File: src/rtl/clk_meas_pkg.sv
// Shared types and default sizing for the clock period meter.
// Imported by the synchronizer and the measurement top level.
package clk_meas_pkg;

  localparam int unsigned CNT_W_DEF       = 20;
  localparam int unsigned SYNC_STAGES_DEF = 2;

  typedef enum logic [1:0] {
    IDLE = 2'd0,
    ARM  = 2'd1,
    MEAS = 2'd2
  } meas_state_e;

endpackage : clk_meas_pkg

File: src/rtl/sync_rise_det.sv
// Brings an asynchronous slow clock into the clk domain and flags its rising edges.
// rise is a one-cycle pulse decoded from the synchronized level and its delayed copy.
module sync_rise_det
  import clk_meas_pkg::*;
#(
  parameter int unsigned SYNC_STAGES = SYNC_STAGES_DEF
) (
  input  logic clk,
  input  logic reset,
  input  logic d_async,
  output logic s,
  output logic rise
);

  logic [SYNC_STAGES-1:0] sync_q;
  logic [SYNC_STAGES-1:0] sync_d;
  logic                   s_d_q;
  logic                   s_d_d;

  // Shift chain: stage 0 samples the async input, top stage is the clean level
  always_comb begin
    sync_d = {sync_q[SYNC_STAGES-2:0], d_async};
    s_d_d  = sync_q[SYNC_STAGES-1];
  end

  always_ff @(posedge clk) begin
    if (reset) begin
      sync_q <= '0;
      s_d_q  <= 1'b0;
    end else begin
      sync_q <= sync_d;
      s_d_q  <= s_d_d;
    end
  end

  assign s    = sync_q[SYNC_STAGES-1];
  assign rise = sync_q[SYNC_STAGES-1] & ~s_d_q;

endmodule : sync_rise_det

File: src/rtl/clk_period_meter.sv
// Measures the period of a slow asynchronous clock in clk cycles and reports
// lock / timeout status. Counter saturates at MAX and never wraps.
module clk_period_meter
  import clk_meas_pkg::*;
#(
  parameter int unsigned CNT_W       = CNT_W_DEF,
  parameter int unsigned SYNC_STAGES = SYNC_STAGES_DEF
) (
  input  logic             clk,
  input  logic             reset,
  input  logic             en,
  input  logic             clk_in,
  output logic [CNT_W-1:0] period,
  output logic             period_valid,
  output logic             locked,
  output logic             timeout
);

  localparam logic [CNT_W-1:0] CNT_MAX  = '1;
  localparam logic [CNT_W-1:0] CNT_ZERO = '0;
  localparam logic [CNT_W-1:0] CNT_ONE  = CNT_W'(1);

  logic unused_sync_level;
  logic rise;

  meas_state_e      state_q, state_d;
  logic [CNT_W-1:0] cnt_q, cnt_d;
  logic [CNT_W-1:0] period_q, period_d;
  logic             period_valid_q, period_valid_d;
  logic             locked_q, locked_d;
  logic             timeout_q, timeout_d;

  sync_rise_det #(
    .SYNC_STAGES(SYNC_STAGES)
  ) u_sync_rise_det (
    .clk    (clk),
    .reset  (reset),
    .d_async(clk_in),
    .s      (unused_sync_level),
    .rise   (rise)
  );

  always_ff @(posedge clk) begin
    if (reset) begin
      state_q        <= IDLE;
      cnt_q          <= CNT_ZERO;
      period_q       <= CNT_ZERO;
      period_valid_q <= 1'b0;
      locked_q       <= 1'b0;
      timeout_q      <= 1'b0;
    end else begin
      state_q        <= state_d;
      cnt_q          <= cnt_d;
      period_q       <= period_d;
      period_valid_q <= period_valid_d;
      locked_q       <= locked_d;
      timeout_q      <= timeout_d;
    end
  end

  // Next-state and output logic; disabling overrides every state
  always_comb begin
    state_d        = state_q;
    cnt_d          = cnt_q;
    period_d       = period_q;
    period_valid_d = 1'b0;
    locked_d       = locked_q;
    timeout_d      = timeout_q;

    if (!en) begin
      state_d   = IDLE;
      cnt_d     = CNT_ZERO;
      locked_d  = 1'b0;
      timeout_d = 1'b0;
    end else begin
      unique case (state_q)
        IDLE: begin
          state_d   = ARM;
          cnt_d     = CNT_ZERO;
          locked_d  = 1'b0;
          timeout_d = 1'b0;
        end
        ARM: begin
          if (rise) begin
            cnt_d   = CNT_ONE;
            state_d = MEAS;
          end
        end
        MEAS: begin
          // A rise at the saturation point still counts as a valid period
          if (rise) begin
            period_d       = cnt_q;
            period_valid_d = 1'b1;
            cnt_d          = CNT_ONE;
            locked_d       = 1'b1;
            timeout_d      = 1'b0;
          end else if (cnt_q == CNT_MAX) begin
            timeout_d = 1'b1;
            locked_d  = 1'b0;
            cnt_d     = CNT_ZERO;
            state_d   = ARM;
          end else begin
            cnt_d = cnt_q + CNT_ONE;
          end
        end
        default: begin
          state_d = IDLE;
          cnt_d   = CNT_ZERO;
        end
      endcase
    end
  end

  assign period       = period_q;
  assign period_valid = period_valid_q;
  assign locked       = locked_q;
  assign timeout      = timeout_q;

endmodule : clk_period_meter

File: config.mk
export PLATFORM = sky130hd
export DESIGN_NAME = clk_period_meter
export DESIGN_NICKNAME = d
export VERILOG_FILES = /design/src/rtl/clk_meas_pkg.sv /design/src/rtl/sync_rise_det.sv /design/src/rtl/clk_period_meter.sv
export SDC_FILE = /design/constraint.sdc
export NUM_CORES = 1
export LEC_CHECK = 0
export ABC_AREA = 1
export CAP_MARGIN = 20
export CELL_PAD_IN_SITES_DETAIL_PLACEMENT = 2
export CELL_PAD_IN_SITES_GLOBAL_PLACEMENT = 2
export CORE_ASPECT_RATIO = 0.75
export CORE_MARGIN = 3
export CORE_UTILIZATION = 36
export DETAILED_ROUTE_END_ITERATION = 10
export DONT_BUFFER_PORTS = 1
export PLACE_DENSITY = 0.87
export SYNTH_ARGS = -nofsm -noshare
export SYNTH_HDL_FRONTEND = slang
export SYNTH_SLANG_ARGS = --single-unit
File: constraint.sdc
create_clock -name clk -period 1.9 [get_ports clk]
set_input_delay 0.475 -clock clk [delete_from_list [all_inputs] [get_ports clk]]
set_output_delay 0.475 -clock clk [all_outputs]
set_load 0.02 [all_outputs]
Word level (Yosys, flattened, before mapping)
Index checks and enable logic that the tools add are counted.
Widths: inputs -> output; s select.
{"block": "word_totals", "word_cells": 42, "reg_bits": 48, "output_inout_bits": 23}
{"block": "op_classes", "bitwise_logic": 4, "muxes": 15, "addsub": 1, "eq_ne": 7, "n_reduce_logical": 7}
{"op": "$mux 20", "n": 3}
{"op": "$pmux 20 s2", "n": 1}
{"op": "$add 20x1->20 const B", "n": 1}
{"op": "$eq 20x20->1 const B", "n": 1}
{"op": "$mux 2", "n": 3}
{"op": "$ne 2x2->1 const B", "n": 3}
{"op": "$pmux 2 s3", "n": 1}
{"op": "$reduce_and 3->1", "n": 2}
{"op": "$mux 1", "n": 5}
{"op": "$pmux 1 s2", "n": 2}
{"op": "$ne 3x3->1 const B", "n": 1}
{"op": "$not 1->1", "n": 3}
{"op": "$reduce_or 3->1", "n": 1}
{"op": "$eq 2x1->1 const B", "n": 1}
{"op": "$eq 2x2->1 const B", "n": 1}
{"op": "$logic_not 2->1", "n": 1}
{"op": "$reduce_and 2->1", "n": 1}
{"op": "$reduce_bool 2->1", "n": 1}
{"op": "$reduce_or 2->1", "n": 1}
{"op": "$and 1x1->1", "n": 1}

Longest topological paths before layout
{"block": "depth", "depth_word": 4, "depth_mapped": 10, "mapped_depth_nobuf": 10}

Cells and area by module
From an unflattened synthesis, not the netlist that was laid out.
{"block": "unflattened", "cells_unflattened": 357, "area_unflattened_um2": 2373.5}
{"module": "clk_period_meter", "seq_area_each_um2": 900.9, "area_each_um2": 2287.2, "cells_per_inst": 347, "instances": 1}
{"module": "sync_rise_det", "seq_area_each_um2": 60.1, "area_each_um2": 86.3, "cells_per_inst": 10, "instances": 1}

Worst setup path after synthesis
OpenSTA, ideal clock, no wires.
{"block": "synth_path", "path_kind": "register to register", "start": "register state_q[1]", "end": "register cnt_q[13]", "stages_incl_launch_ff": 10, "setup_ns": 0.115, "path_buffers": 0, "setup_slack_ns": 0.491, "t_arrival_ns": 1.294, "cell_sequence": "dfxtp_1 -> inv_1 -> ha_1 -> nand2_2 -> inv_1 -> nor2_2 -> inv_1 -> nor2_2 -> xnor2_1 -> nor2_1"}
{"block": "synth_via", "elab_chain_cells": 2, "word_cells_on_any_way": 4}
{"item": "start, declared", "line_no": "clk_period_meter.sv:26", "text": "meas_state_e state_q, state_d;"}
{"item": "start signal, assigned", "line_no": "clk_period_meter.sv:52", "text": "state_q <= state_d;"}
{"item": "$eq 2x2->1 or $eq 2x1->1 (tied branches)", "line_no": "clk_period_meter.sv:76", "text": "unique case (state_q)"}
{"item": "$pmux 20 s2 or $ne 2x2->1 (tied branches)"}
{"item": "end signal, assigned", "line_no": "clk_period_meter.sv:53", "text": "cnt_q <= cnt_d;"}
{"item": "end, declared", "line_no": "clk_period_meter.sv:27", "text": "logic [CNT_W-1:0] cnt_q, cnt_d;"}
Several ways; a longest one is shown, not always the timed one.
A chain may end at the register's enable or synchronous reset.

Worst setup path in the final report
{"block": "layout_path", "start": "register state_q[1]", "end": "register cnt_q[17]"}
The elaborated chain is that of the path after synthesis.

==> impl_metrics.env <==
export IMPL_n_antenna_cell=0
export IMPL_grt_max_degree=23
export IMPL_startpoint_type="register"
export IMPL_num_io_pins=27
export IMPL_internal_power_uw=1340
export IMPL_endpoint_kind="register"
export IMPL_num_vias=1924
export IMPL_p_comb_frac=0.060
export IMPL_io_buffers=0
export IMPL_seq_power_share=0.568
export IMPL_start_util=0.392
export IMPL_final_cell_mix="inv_1 (52), dfxtp_1 (48), nand2_1 (44)"
export IMPL_switchingPower_uw=457
export IMPL_fin_setup_tns_ns=0
export IMPL_first_iter_violations=69
export IMPL_synth_area_leaders="dfxtp_1 (44%), inv_1 (8.9%), nand2_1 (7.5%)"
export IMPL_synth_seq_cells=48
export IMPL_nets=306
export IMPL_cpMostUsedCell="inv_1"
export IMPL_synth_ff_type="dfxtp_1"
export IMPL_die_y_um=73.7
export IMPL_synth_edff_count=0
export IMPL_whs_ns=0.229
export IMPL_period_share=0.915
export IMPL_synth_distinct_cells=28
export IMPL_fin_skew_ns=0.00977
export IMPL_cts_tree="built"
export IMPL_coreArea_um2=5610
export IMPL_drt_pass1_iter_count=4
export IMPL_synthCells=292
export IMPL_dpl_hpwl_um=5010
export IMPL_cp_required_ns=2.14
export IMPL_post_place_cells=365
export IMPL_max_freq_mhz=575
export IMPL_overflow=0
export IMPL_clock_latency_ns=0.31
export IMPL_rows=23
export IMPL_period_minus_slack_ns=1.74
export IMPL_synthArstFlopShare=0
export IMPL_p_per_area_nw_per_um2=747
export IMPL_ir_drop_mv=0.223
export IMPL_whs_path_depth=1
export IMPL_final_common_cell="inv_1"
export IMPL_track_usage=0.215
export IMPL_area_delta_synth_final_pct=9.45
export IMPL_crit_chain="inv_1, ha_1, nand2_2, inv_1, nor2_4, inv_1, nor2_2, nand3_1, a21oi_1"
export IMPL_cts_sinks=48
export IMPL_worstHoldPathType="input pin to register"
export IMPL_power_leakage_uw=0.000889
export IMPL_maxSlewHeadroom=0.750
export IMPL_clkTransAtPathRegs_ns=0.10
export IMPL_p_clk_frac=0.372
export IMPL_grt_pass1_wl_um=11400
export IMPL_syn_num_nets=301
export IMPL_critPathKind="register to register"
export IMPL_rsz0062_at_grt="false"
export IMPL_ctsHtreeMaxLevel=2
export IMPL_grt_pass1_vias=2178
export IMPL_r2r_start="state_q[1]"
export IMPL_synth_warnings=0
export IMPL_yosysTopAreaCell="dfxtp_1"
export IMPL_viasPerCell=5.16
export IMPL_fp_dieArea_um2=7090
export IMPL_routedWlPerCell_um=18.5
export IMPL_synth_top_cell_area_share=0.437
export IMPL_ff2ff_setup_slack_ns=0.16
export IMPL_cts_buffer_depth=2
export IMPL_routed_wl_um=6910
export IMPL_hold_viol=0
export IMPL_cap_violations=0
export IMPL_cts_root_buffer="clkbuf_8"
export IMPL_synth_area_um2=2200
export IMPL_die_w_um=96.2
export IMPL_gp_congestion=0.851
export IMPL_p_total_uw=1800
export IMPL_worstPathArrival_ns=1.98
export IMPL_ant_nets=0
export IMPL_timing_rr_end="cnt_q[17]"
export IMPL_slowest_stage="dfxtp_1"
export IMPL_setup_viol=0
export IMPL_cts_buffers=5
export IMPL_grt_antenna_before_repair=0
export IMPL_holdPathEnd="u_sync_rise_det.sync_q[0]"
export IMPL_drive_gt1_frac=0.141
export IMPL_rr_worst_depth=9
export IMPL_tightestPinTransition_ns=0.373
export IMPL_slew_viol_final=0
export IMPL_switching_share=0.255
export IMPL_cp_max_fo=4
export IMPL_drc_errors=0
export IMPL_avgSynthCellArea_um2=7.53
export IMPL_status="complete, no violations"
export IMPL_holdCritStartpoint="reset"
export IMPL_final_cells=373
export IMPL_yosysSeqAreaShare=0.437
export IMPL_slowest_delay_ns=0.37
export IMPL_fill_cells=671
logic make-up after synthesis:
| kind of cell | share of synthesized area |
|---|---|
| AOI/OAI and AO/OA | 0.126 |
| adders and majority gates | 0.0285 |
| buffers and inverters | 0.114 |
| xor gates and xnor gates | 0.0438 |
| and+or+nand+nor | 0.250 |
| DFF | 0.437 |
registers in the layout (all words and copies together), names as in the netlist:
register,flops
cnt_q,20
locked,1
period,20
period_valid,1
state_q,2
timeout,1
u_sync_rise_det.s_d_q,1
u_sync_rise_det.sync_q,2
how the worst max path moves through the flow:
stage	startpoint	end	slack (ns)	cells past startpoint
6_report	state_q[1]	cnt_q[17]	0.16	9
5_1_grt	state_q[1]	cnt_q[17]	0.02	9
4_1_cts	cnt_q[0]	cnt_q[11]	0.06	8
3_5_place_dp	state_q[1]	cnt_q[17]	0.14	10
3_3_place_gp	state_q[1]	cnt_q[13]	0.26	9
2_1_floorplan	state_q[1]	cnt_q[13]	0.49	9
area by class of cell:
type | count | area [um2] | share of cell area
Inverter | 54 | 203 | 0.0842
Sequential cell | 48 | 961 | 0.399
Clock buffer | 6 | 82.6 | 0.0343
Tap cell | 75 | 93.8 | 0.0390
Timing Repair Buffer | 6 | 45.0 | 0.0187
Multi-Input combinational cell | 182 | 1010 | 0.418
Clock inverter | 2 | 15.0 | 0.00624
per-layer routing:
metal / global-route usage / routed length [um] / up-vias
li1: - / - / 915
met1: 0.236 / 2930 / 960
met2: 0.407 / 3640 / 31
met3: 0.0450 / 174 / 18
met4: 0.0757 / 172 / 0
met5: 0 / 0 / -
worst max-delay path: cells and delay by family (launching register included):
kind	cells	cell delay, ns
buffers and inverters	3	0.33
flip-flops	1	0.37
AO/OA/AOI/OAI	1	0.16
adder cells (fa/ha/maj)	1	0.23
AND/OR/NAND/NOR	4	0.58
cell usage after synthesis (3+ instances only):
cell type / n
xor2_1: 9
nand2_2: 3
nand4_1: 5
nor2_1: 20
nor2_2: 15
o21ai_0: 25
nand2_1: 44
clkbuf_1: 6
dfxtp_1: 48
nand3_1: 12
a21oi_1: 28
inv_1: 52
ha_1: 5
timing repair:
| item | CTS | global route |
|---|---|---|
| hold buffers | 0 | 0 |
| resized for setup | 0 | 3 |
| buffers inserted | 0 | 0 |
| setup endpoints to repair | 0 | 9 |
power groups by stage:
stage / clock network, uW / registers [uW] / logic [uW]
6_report: 668 / 1020 / 108
5_1_grt: 721 / 1020 / 121
4_1_cts: 677 / 1020 / 106
3_5_place_dp: 0 / 1040 / 103
3_3_place_gp: 0 / 1040 / 93.2
2_1_floorplan: 0 / 1040 / 74.4
metrics by stage:
step	worst slack, ns	utilization	cell area [um2]
2_1_floorplan	0.491	-	2200
3_3_place_gp	0.264	0.408	2290
3_5_place_dp	0.136	0.408	2290
4_1_cts	0.0639	0.425	2390
5_1_grt	0.0171	0.429	2410
6_report	0.162	0.429	2410
Note: power is estimated with default switching activity, not from simulation.
